[src/rtl/m1_pkg.sv]
// Shared definitions for the MIFARE Classic (Crypto-1) reader-side cipher:
// LFSR geometry, feedback taps, filter lookup tables and the FSM state set.
package m1_pkg;

  localparam int LFSR_W = 48;

  // Taps 0,5,9,10,12,14,15,17,19,24,25,27,29,35,39,41,42,43
  localparam logic [LFSR_W-1:0] FB_MASK = 48'h0E882B0AD621;

  localparam logic [15:0] FA_LUT = 16'h9e98;
  localparam logic [15:0] FB_LUT = 16'hb48e;
  localparam logic [31:0] FC_LUT = 32'hec57e80a;

  typedef enum logic [3:0] {
    IDLE,
    INIT,
    NR_BIT,
    NR_PAR,
    NR_OUT,
    STREAM_IN,
    STREAM_BIT,
    STREAM_PAR,
    STREAM_OUT
  } state_t;

  // The key arrives little-endian by byte; the register wants byte 0 on top.
  function automatic logic [LFSR_W-1:0] key_swap(input logic [LFSR_W-1:0] key);
    return {key[7:0], key[15:8], key[23:16], key[31:24], key[39:32], key[47:40]};
  endfunction

  function automatic logic [LFSR_W-1:0] lfsr_shift(input logic [LFSR_W-1:0] s,
                                                   input logic in_bit);
    return {(^(s & FB_MASK)) ^ in_bit, s[LFSR_W-1:1]};
  endfunction

endpackage

[src/rtl/m1filter.sv]
// Crypto-1 non-linear output filter: two-level table lookup over 20 LFSR taps.
module m1filter
  import m1_pkg::*;
(
  input  logic [19:0] x,
  output logic        ks
);

  logic [4:0] idx;

  always_comb begin
    idx = {FA_LUT[x[19:16]], FB_LUT[x[15:12]], FB_LUT[x[11:8]],
           FA_LUT[x[7:4]],   FB_LUT[x[3:0]]};
    ks  = FC_LUT[idx];
  end

endmodule

[src/rtl/m1_reader_cipher.sv]
// Reader-side Crypto-1 engine: key load, uid^nt initialisation, encrypted
// reader nonce, then a byte-stream encryptor with encrypted odd parity.
module m1_reader_cipher
  import m1_pkg::*;
(
  input  logic        sysclk,
  input  logic        resetn,
  input  logic [47:0] key,
  input  logic        load_key,
  input  logic [31:0] uid,
  input  logic [31:0] nt,
  input  logic [31:0] nr,
  input  logic        start_auth,
  input  logic        abort,
  input  logic [7:0]  in_byte,
  input  logic        in_valid,
  output logic        in_ready,
  output logic [7:0]  out_byte,
  output logic        out_par,
  output logic        out_valid,
  input  logic        out_ready,
  output logic        busy,
  output logic        auth_done
);

  state_t            state_q, state_d;
  logic [LFSR_W-1:0] lfsr_q;
  logic [4:0]        bit_cnt_q;
  logic [1:0]        byte_cnt_q;
  logic [31:0]       uid_nt_q;
  logic [31:0]       nr_q;
  logic [7:0]        pt_q;

  logic [19:0] filt_in;
  logic        ks;
  logic        init_bit;
  logic        nr_bit;
  logic [7:0]  nr_byte;

  always_comb begin
    for (int i = 0; i < 20; i++) filt_in[i] = lfsr_q[9 + 2*i];
  end

  m1filter u_filter (
    .x  (filt_in),
    .ks (ks)
  );

  // Words go out most-significant byte first, each byte LSB first.
  always_comb begin
    init_bit = uid_nt_q[{~bit_cnt_q[4:3], bit_cnt_q[2:0]}];
    nr_bit   = nr_q[{~byte_cnt_q, bit_cnt_q[2:0]}];
    nr_byte  = nr_q[{~byte_cnt_q, 3'b000} +: 8];
  end

  always_ff @(posedge sysclk or negedge resetn) begin
    if (!resetn) state_q <= IDLE;
    else         state_q <= state_d;
  end

  always_comb begin
    state_d = state_q;
    if (abort) begin
      state_d = IDLE;
    end else begin
      case (state_q)
        IDLE:       if (!load_key && start_auth) state_d = INIT;
        INIT:       if (bit_cnt_q == 5'd31) state_d = NR_BIT;
        NR_BIT:     if (bit_cnt_q[2:0] == 3'd7) state_d = NR_PAR;
        NR_PAR:     state_d = NR_OUT;
        NR_OUT:     if (out_ready) state_d = (byte_cnt_q == 2'd3) ? STREAM_IN : NR_BIT;
        STREAM_IN:  if (in_valid) state_d = STREAM_BIT;
        STREAM_BIT: if (bit_cnt_q[2:0] == 3'd7) state_d = STREAM_PAR;
        STREAM_PAR: state_d = STREAM_OUT;
        STREAM_OUT: if (out_ready) state_d = STREAM_IN;
        default:    state_d = IDLE;
      endcase
    end
  end

  always_comb begin
    busy      = (state_q != IDLE);
    in_ready  = (state_q == STREAM_IN);
    out_valid = (state_q == NR_OUT) || (state_q == STREAM_OUT);
  end

  // Cipher state; abort freezes the LFSR where it stands.
  always_ff @(posedge sysclk or negedge resetn) begin
    if (!resetn) begin
      lfsr_q     <= '0;
      bit_cnt_q  <= '0;
      byte_cnt_q <= '0;
      out_byte   <= '0;
      out_par    <= 1'b0;
      auth_done  <= 1'b0;
    end else begin
      auth_done <= 1'b0;
      if (!abort) begin
        case (state_q)
          IDLE: begin
            if (load_key) begin
              lfsr_q <= key_swap(key);
            end else if (start_auth) begin
              bit_cnt_q  <= '0;
              byte_cnt_q <= '0;
            end
          end
          INIT: begin
            lfsr_q    <= lfsr_shift(lfsr_q, init_bit);
            bit_cnt_q <= bit_cnt_q + 5'd1;
          end
          NR_BIT: begin
            lfsr_q                    <= lfsr_shift(lfsr_q, nr_bit);
            out_byte[bit_cnt_q[2:0]]  <= nr_bit ^ ks;
            bit_cnt_q                 <= bit_cnt_q + 5'd1;
          end
          NR_PAR: begin
            out_par   <= ~(^nr_byte) ^ ks;
            bit_cnt_q <= '0;
          end
          NR_OUT: begin
            if (out_ready) begin
              byte_cnt_q <= byte_cnt_q + 2'd1;
              auth_done  <= (byte_cnt_q == 2'd3);
            end
          end
          STREAM_IN: begin
            if (in_valid) bit_cnt_q <= '0;
          end
          STREAM_BIT: begin
            lfsr_q                   <= lfsr_shift(lfsr_q, 1'b0);
            out_byte[bit_cnt_q[2:0]] <= pt_q[bit_cnt_q[2:0]] ^ ks;
            bit_cnt_q                <= bit_cnt_q + 5'd1;
          end
          STREAM_PAR: begin
            out_par   <= ~(^pt_q) ^ ks;
            bit_cnt_q <= '0;
          end
          default: ;
        endcase
      end
    end
  end

  always_ff @(posedge sysclk) begin
    if (state_q == IDLE && start_auth && !load_key && !abort) begin
      uid_nt_q <= uid ^ nt;
      nr_q     <= nr;
    end
    if (state_q == STREAM_IN && in_valid && !abort) pt_q <= in_byte;
  end

endmodule

[config.mk]
export PLATFORM = sky130hd
export DESIGN_NAME = m1_reader_cipher
export DESIGN_NICKNAME = d
export VERILOG_FILES = /design/src/rtl/m1_pkg.sv /design/src/rtl/m1filter.sv /design/src/rtl/m1_reader_cipher.sv
export SDC_FILE = /design/constraint.sdc
export NUM_CORES = 1
export LEC_CHECK = 0
export CORE_MARGIN = 3
export CORE_UTILIZATION = 40
export DETAILED_ROUTE_END_ITERATION = 12
export MAX_ROUTING_LAYER = met4
export PLACE_DENSITY = 0.72
export SLEW_MARGIN = 20
export SYNTH_ARGS = -nofsm -noshare
export SYNTH_HDL_FRONTEND = slang
export SYNTH_SLANG_ARGS = --single-unit
[constraint.sdc]
create_clock -name sysclk -period 6.7 [get_ports sysclk]
set_clock_uncertainty 0.2 [all_clocks]
set_input_delay 1.34 -clock sysclk [delete_from_list [all_inputs] [get_ports sysclk]]
set_output_delay 1.34 -clock sysclk [all_outputs]
set_load 0.02 [all_outputs]
# Word level (Yosys, flattened, before mapping)

Memory sizes are Yosys's and may differ from the RTL's.
Index checks and enable logic that the tools add are counted.
W data, S select, Z words.

Register bits after elaboration: 141
Memories kept: 6
Memory bits (read-only): 112
Word-level logic and storage cells: 133
Bits of input ports: 159
Output and inout bits: 13

Shift operators: 1
Equality and inequality tests: 23
Add/subtract/negate cells: 2
Multiplexer cells: 41
Bitwise gates (word level): 12
Magnitude comparators: 10
Reductions and logical operators: 28

Memory list:

| name             | depth | width | read ports | clocked after Yosys merged registers in | write ports | line           | text |
|---|---|---|---|---|---|---|---|
| (name not given) | 32    | 1     | 1          | 0                                       | 0           | m1filter.sv:14 | `ks = FC_LUT[idx];` |
| (name not given) | 16    | 1     | 1          | 0                                       | 0           | m1filter.sv:12 | `idx = {FA_LUT[x[19:16]], FB_LUT[x[15:12]], FB_LUT[x[11:8]],` |
| (name not given) | 16    | 1     | 1          | 0                                       | 0           | m1filter.sv:13 | `FA_LUT[x[7:4]], FB_LUT[x[3:0]]};` |
| (name not given) | 16    | 1     | 1          | 0                                       | 0           | m1filter.sv:13 |  |
| (name not given) | 16    | 1     | 1          | 0                                       | 0           | m1filter.sv:12 |  |
| (name not given) | 16    | 1     | 1          | 0                                       | 0           | m1filter.sv:12 |  |

Operator list:

| operator             | count |
|---|---|
| $pmux W48 S4         | 1 |
| $mux W48             | 1 |
| $reduce_xor A48 Y1   | 1 |
| $pmux W4 S9          | 1 |
| $mux W4              | 8 |
| $shiftx A32 B6 Y8    | 1 |
| $xor A32 B32 Y32     | 1 |
| $lt A4 B5 Y1 const B | 5 |
| $ne A3 B3 Y1 const B | 7 |
| $pmux W5 S4          | 1 |
| $lt A5 B6 Y1 const B | 3 |
| $bwmux W8            | 2 |
| $eq A4 B3 Y1 const B | 4 |
| $pmux W8 S2          | 1 |
| $reduce_xor A8 Y1    | 2 |
| $mux W5              | 3 |
| $mux W1              | 13 |
| $reduce_bool A4 Y1   | 3 |
| $bmux W1 S5          | 2 |
| $ne A2 B2 Y1 const B | 5 |
| $reduce_and A5 Y1    | 2 |
| $eq A4 B2 Y1 const B | 2 |
| $logic_and A1 B1 Y1  | 7 |
| $reduce_and A7 Y1    | 1 |
| other kinds (26)     | 40 |

# Depth between registers and ports, before layout

Depth in word-level cells: 7
Mapped depth: 13
Depth with buffers taken out: 11

# Cells and area by module

Synthesis repeated with hierarchy kept, for this count alone.

Cells, all modules: 641
Area total of the unflattened synthesis: 7464.7 µm²

By module, submodules not included:

| module           | times used | cells an instance | sequential area each (µm²) | area an instance (µm²) |
|---|---|---|---|---|
| m1_reader_cipher | 1          | 600               | 3888.7                     | 7140.6 |
| m1filter         | 1          | 41                | 0.0                        | 324.1 |

# Worst setup path before layout

OpenSTA, ideal clock, no wires.

Kind: input to register
Start: in abort
End: reg nr_q[0] (enable)
Arrival: 6.587 ns
Cell stages on the path: 4
Buffers on the path: 1
Data required time: 5.922 ns
Setup slack: -0.665 ns
Library setup time: 0.578 ns
Cell sequence: clkbuf_1 nor2_1 nand2_1 nor3b_1

Cells in the longest elaborated chain, start to end: 2

RTL lines:

| what                 | line                    | text |
|---|---|---|
| from (decl)          | m1_reader_cipher.sv:14  | `input logic abort,` |
| $logic_not A1 Y1     | m1_reader_cipher.sv:146 | `if (state_q == IDLE && start_auth && !load_key && !abort) begin` |
| $logic_and A1 B1 Y1  | m1_reader_cipher.sv:146 |  |
| to (signal assigned) | m1_reader_cipher.sv:148 | `nr_q <= nr;` |
| to (decl)            | m1_reader_cipher.sv:31  | `logic [31:0] nr_q;` |

No other way between the ends.
A chain may end at the register's enable or synchronous reset.

# Final worst setup path

Start: reg state_q[2]
End: out in_ready

Cells in the longest elaborated chain, start to end: 1

RTL lines:

| what                   | line                   | text |
|---|---|---|
| from (decl)            | m1_reader_cipher.sv:26 | `state_t state_q, state_d;` |
| from (signal assigned) | m1_reader_cipher.sv:58 | `else state_q <= state_d;` |
| $eq A4 B3 Y1           | m1_reader_cipher.sv:83 | `in_ready = (state_q == STREAM_IN);` |
| to (decl)              | m1_reader_cipher.sv:17 | `output logic in_ready,` |

No other way between the ends.

==> results.yml <==
drt:
  wl_per_cell_um: 16.06
  drc: 0
  drt-total-wl_um: 16660
  ant_nets: 0
  viasPerCell: 5.032
  vias: 5218
  firstDrtPassIters: 7
  drt_iter0_markers: 322
cts:
  h-tree-depth: 4
  cts_sinks: 141
  clk_latency_ps: 430
  cts-hold-fix-buffers: 0
  post_cts_resized: 0
  cts_tree: "done"
  clk_pin_slew_ps: 60
  cts_max_path_buffers: 2
  postCtsSetupBuffers: 0
  cts_buffers: 17
  cts-root-buf: "clkbuf_16"
finish:
  syn2layout_area_growth_pct: 34.25
  insertedDiodeCount: 0
  fill_cells: 1491
  layout_common_cells: "clkdlybuf4s50_1, mux2i_1, nand2_1, edfxtp_1, dfrtp_1"
  fin_util_pct: 55.74
  mostFrequentLayoutCell: "clkdlybuf4s50_1"
  finalNetCount: 966
  drive_gt1_share_pct: 8.374
  stdcell_count: 1037
outcome:
  status: "completed"
global_routing:
  antenna_found_initial: 0
  grt-busiest-layer: "met2"
  met2_usage_pct: 26.96
  grt_use_met3_pct: 4.410
  grt_pass1_wl_um: 26580
  overflow: 0
  grt_pass1_vias: 5230
  grt_max_degree: 97
  globalRouteMet1Util_pct: 22.74
  grt_use_total_pct: 17.71
pwr:
  ir_drop_v: 0.0002170
  power.switching_w: 0.001344
  power_frac_comb_pct: 40.3
  p_total_w: 0.003752
  leakage_nw: 3.749
  p_sw_share_pct: 35.81
  p_int_w: 0.002409
  seqPwrFrac_pct: 34.9
  clkPwrFrac_pct: 24.8
  power_density_nw_per_um2: 382.5
flow_run:
  drv_cap: 0
timing:
  setup_slack_ps: 2838
  tightestPinTransition_ps: 879.3
  finalCritPeriodShare_pct: 57.64
  fmaxAchievable_mhz: 258.9
  hold_violations: 0
  setup_viol: 0
  maxSlewViolCount: 0
  tns_ps: 0
  rsz0062_at_grt: "false"
  max_slew_margin_pct: 41.38
  period_minus_slack_ps: 3862
die:
  boundaryPins: 172
  fp.dieW_um: 141.1
  initial_core_util_pct: 41.52
  dieArea_um2: 19920
  die_h_um: 141.1
  core_region_area_um2: 17600
  placementRows: 48
placed_design:
  gp_congestion: 0.7716
  dp.cells: 1005
  place_ws_ps: 2741
  place_hpwl_um: 11990
  io_buffer_count: 171
synth:
  async_flop_share_pct: 48.94
  syn_avg_cell_area_um2: 11.54
  netlist_area_um2: 7306
  synth_warnings: 0
  yosys.area.top_type: "edfxtp_1"
  synth.top_cells.by_area: "edfxtp_1, dfrtp_1, mux2i_1"
  synth_nets: 800
  synthDistinctLibCells: 47
  synth_cells: 633
  ys_seq_area_share_pct: 53.23
  synth_edf_count: 72
  netlist.area_leader.share_pct: 29.59
  synthFlopType: "edfxtp_1"
  ys_ff_latch: 141
min_path:
  whs_path_depth: 2
  hold_end: "lfsr_q[20]"
  worstHoldStart: "lfsr_q[20]"
  hold_path_class: "register to register"
setup_path:
  worstReg2RegStart: "bit_cnt_q[0]"
  cpMaxStageDelayCell: "dfrtp_1"
  r2r-end: "out_byte[6]"
  crit_path_cell_trace: "nor2b_1 -> nand2_1 -> inv_1 -> clkdlybuf4s50_1"
  reg2reg_setup_slack_ps: 3570
  cpPeakStageDelay_ps: 610
  crit_type: "register to output pin"
  required_ps: 5160
  critPathLaunchType: "register"
  endpoint_kind: "output pin"
  worstPathArrival_ps: 2320
  worst_r2r_path_depth: 8
  cp_max_fo: 11
## logic make-up after synthesis
logic type / after synthesis / share of synthesized area (%)
AND/OR/NAND/NOR: 155 / 9.608
flip-flops: 141 / 53.23
AO/OA/AOI/OAI: 111 / 9.317
multiplexers: 93 / 13.87
XOR/XNOR: 82 / 9.830
buffers and inverters: 43 / 2.774
adder cells (fa/ha/maj): 8 / 1.370
## sequential cells by signal (all words and copies together), names as in the netlist
signal	count
out_par	1
nr_q	32
lfsr_q	48
pt_q	8
state_q	4
out_byte	8
byte_cnt_q	2
auth_done	1
bit_cnt_q	5
uid_nt_q	32
## worst max path at each step
stage / start / to / slack, ps / depth (start not counted)
after floorplan: abort / nr_q[0] / 1610 / 4
after global placement: abort / uid_nt_q[24] / 2820 / 5
after global routing: state_q[2] / in_ready / 2630 / 4
after CTS: state_q[2] / in_ready / 2800 / 4
final: state_q[2] / in_ready / 2840 / 4
after detailed placement: abort / uid_nt_q[14] / 2740 / 5
## critical path, delay by kind of cell, from the launching register on
family | cells | cell delay [ps]
buffers and inverters | 2 | 670
flip-flops | 1 | 610
AND/OR/NAND/NOR | 2 | 620
## cell type report
class / instances / area (um^2) / share of cell area, %
Clock inverter: 14 / 156.4 / 1.595
Timing Repair Buffer: 179 / 1767 / 18.01
Inverter: 11 / 41.29 / 0.4210
Multi-Input combinational cell: 449 / 3244 / 33.08
Clock buffer: 18 / 429.2 / 4.376
Tap cell: 225 / 281.5 / 2.870
Sequential cell: 141 / 3889 / 39.65
## layer usage
metal	vias up	share of wire, %
met2	150	48
met3	24	5.9
li1	2609	-
met1	2435	43
met5	-	0
met4	0	2.5
## through the flow
step,cell area (um^2),hold slack (ps)
after floorplan,7311,249.6
after global placement,9223,260.8
after detailed placement,9223,269.9
after CTS,9808,283.5
after global routing,9808,300.1
final,9808,277.8
## Yosys cell counts (2+ instances only)
cell type and count:
mux2i_1 72, dfrtp_1 69, o21bai_1 2, nand4_1 3
a2bb2oi_1 2, mux4_2 5, nand2b_1 5, a211oi_1 4
nand3b_1 3, xnor2_1 30, a21oi_1 13, o2bb2ai_1 2
o22ai_1 2, nor3b_1 4, nor2b_1 12, nor3_1 9
buf_4 2, edfxtp_1 72, nand3_1 14, o21ai_0 63
mux2_2 16, nor2_1 28, and3_1 3, buf_2 12
a31oi_1 3, ha_1 8, a221oi_1 6, inv_1 11
clkbuf_1 16, xor2_1 52, nand2_1 72, o221ai_1 3
## power by group through the flow
stage	Clock (W)	Combinational (W)	Sequential [W]
2_1_floorplan	0	0.00115	0.00129
5_1_grt	0.000989	0.00169	0.00134
4_1_cts	0.000950	0.00154	0.00131
6_report	0.000931	0.00151	0.00131
3_5_place_dp	0	0.00153	0.00132
3_3_place_gp	0	0.00151	0.00132
(Power assumes the default switching activity.)
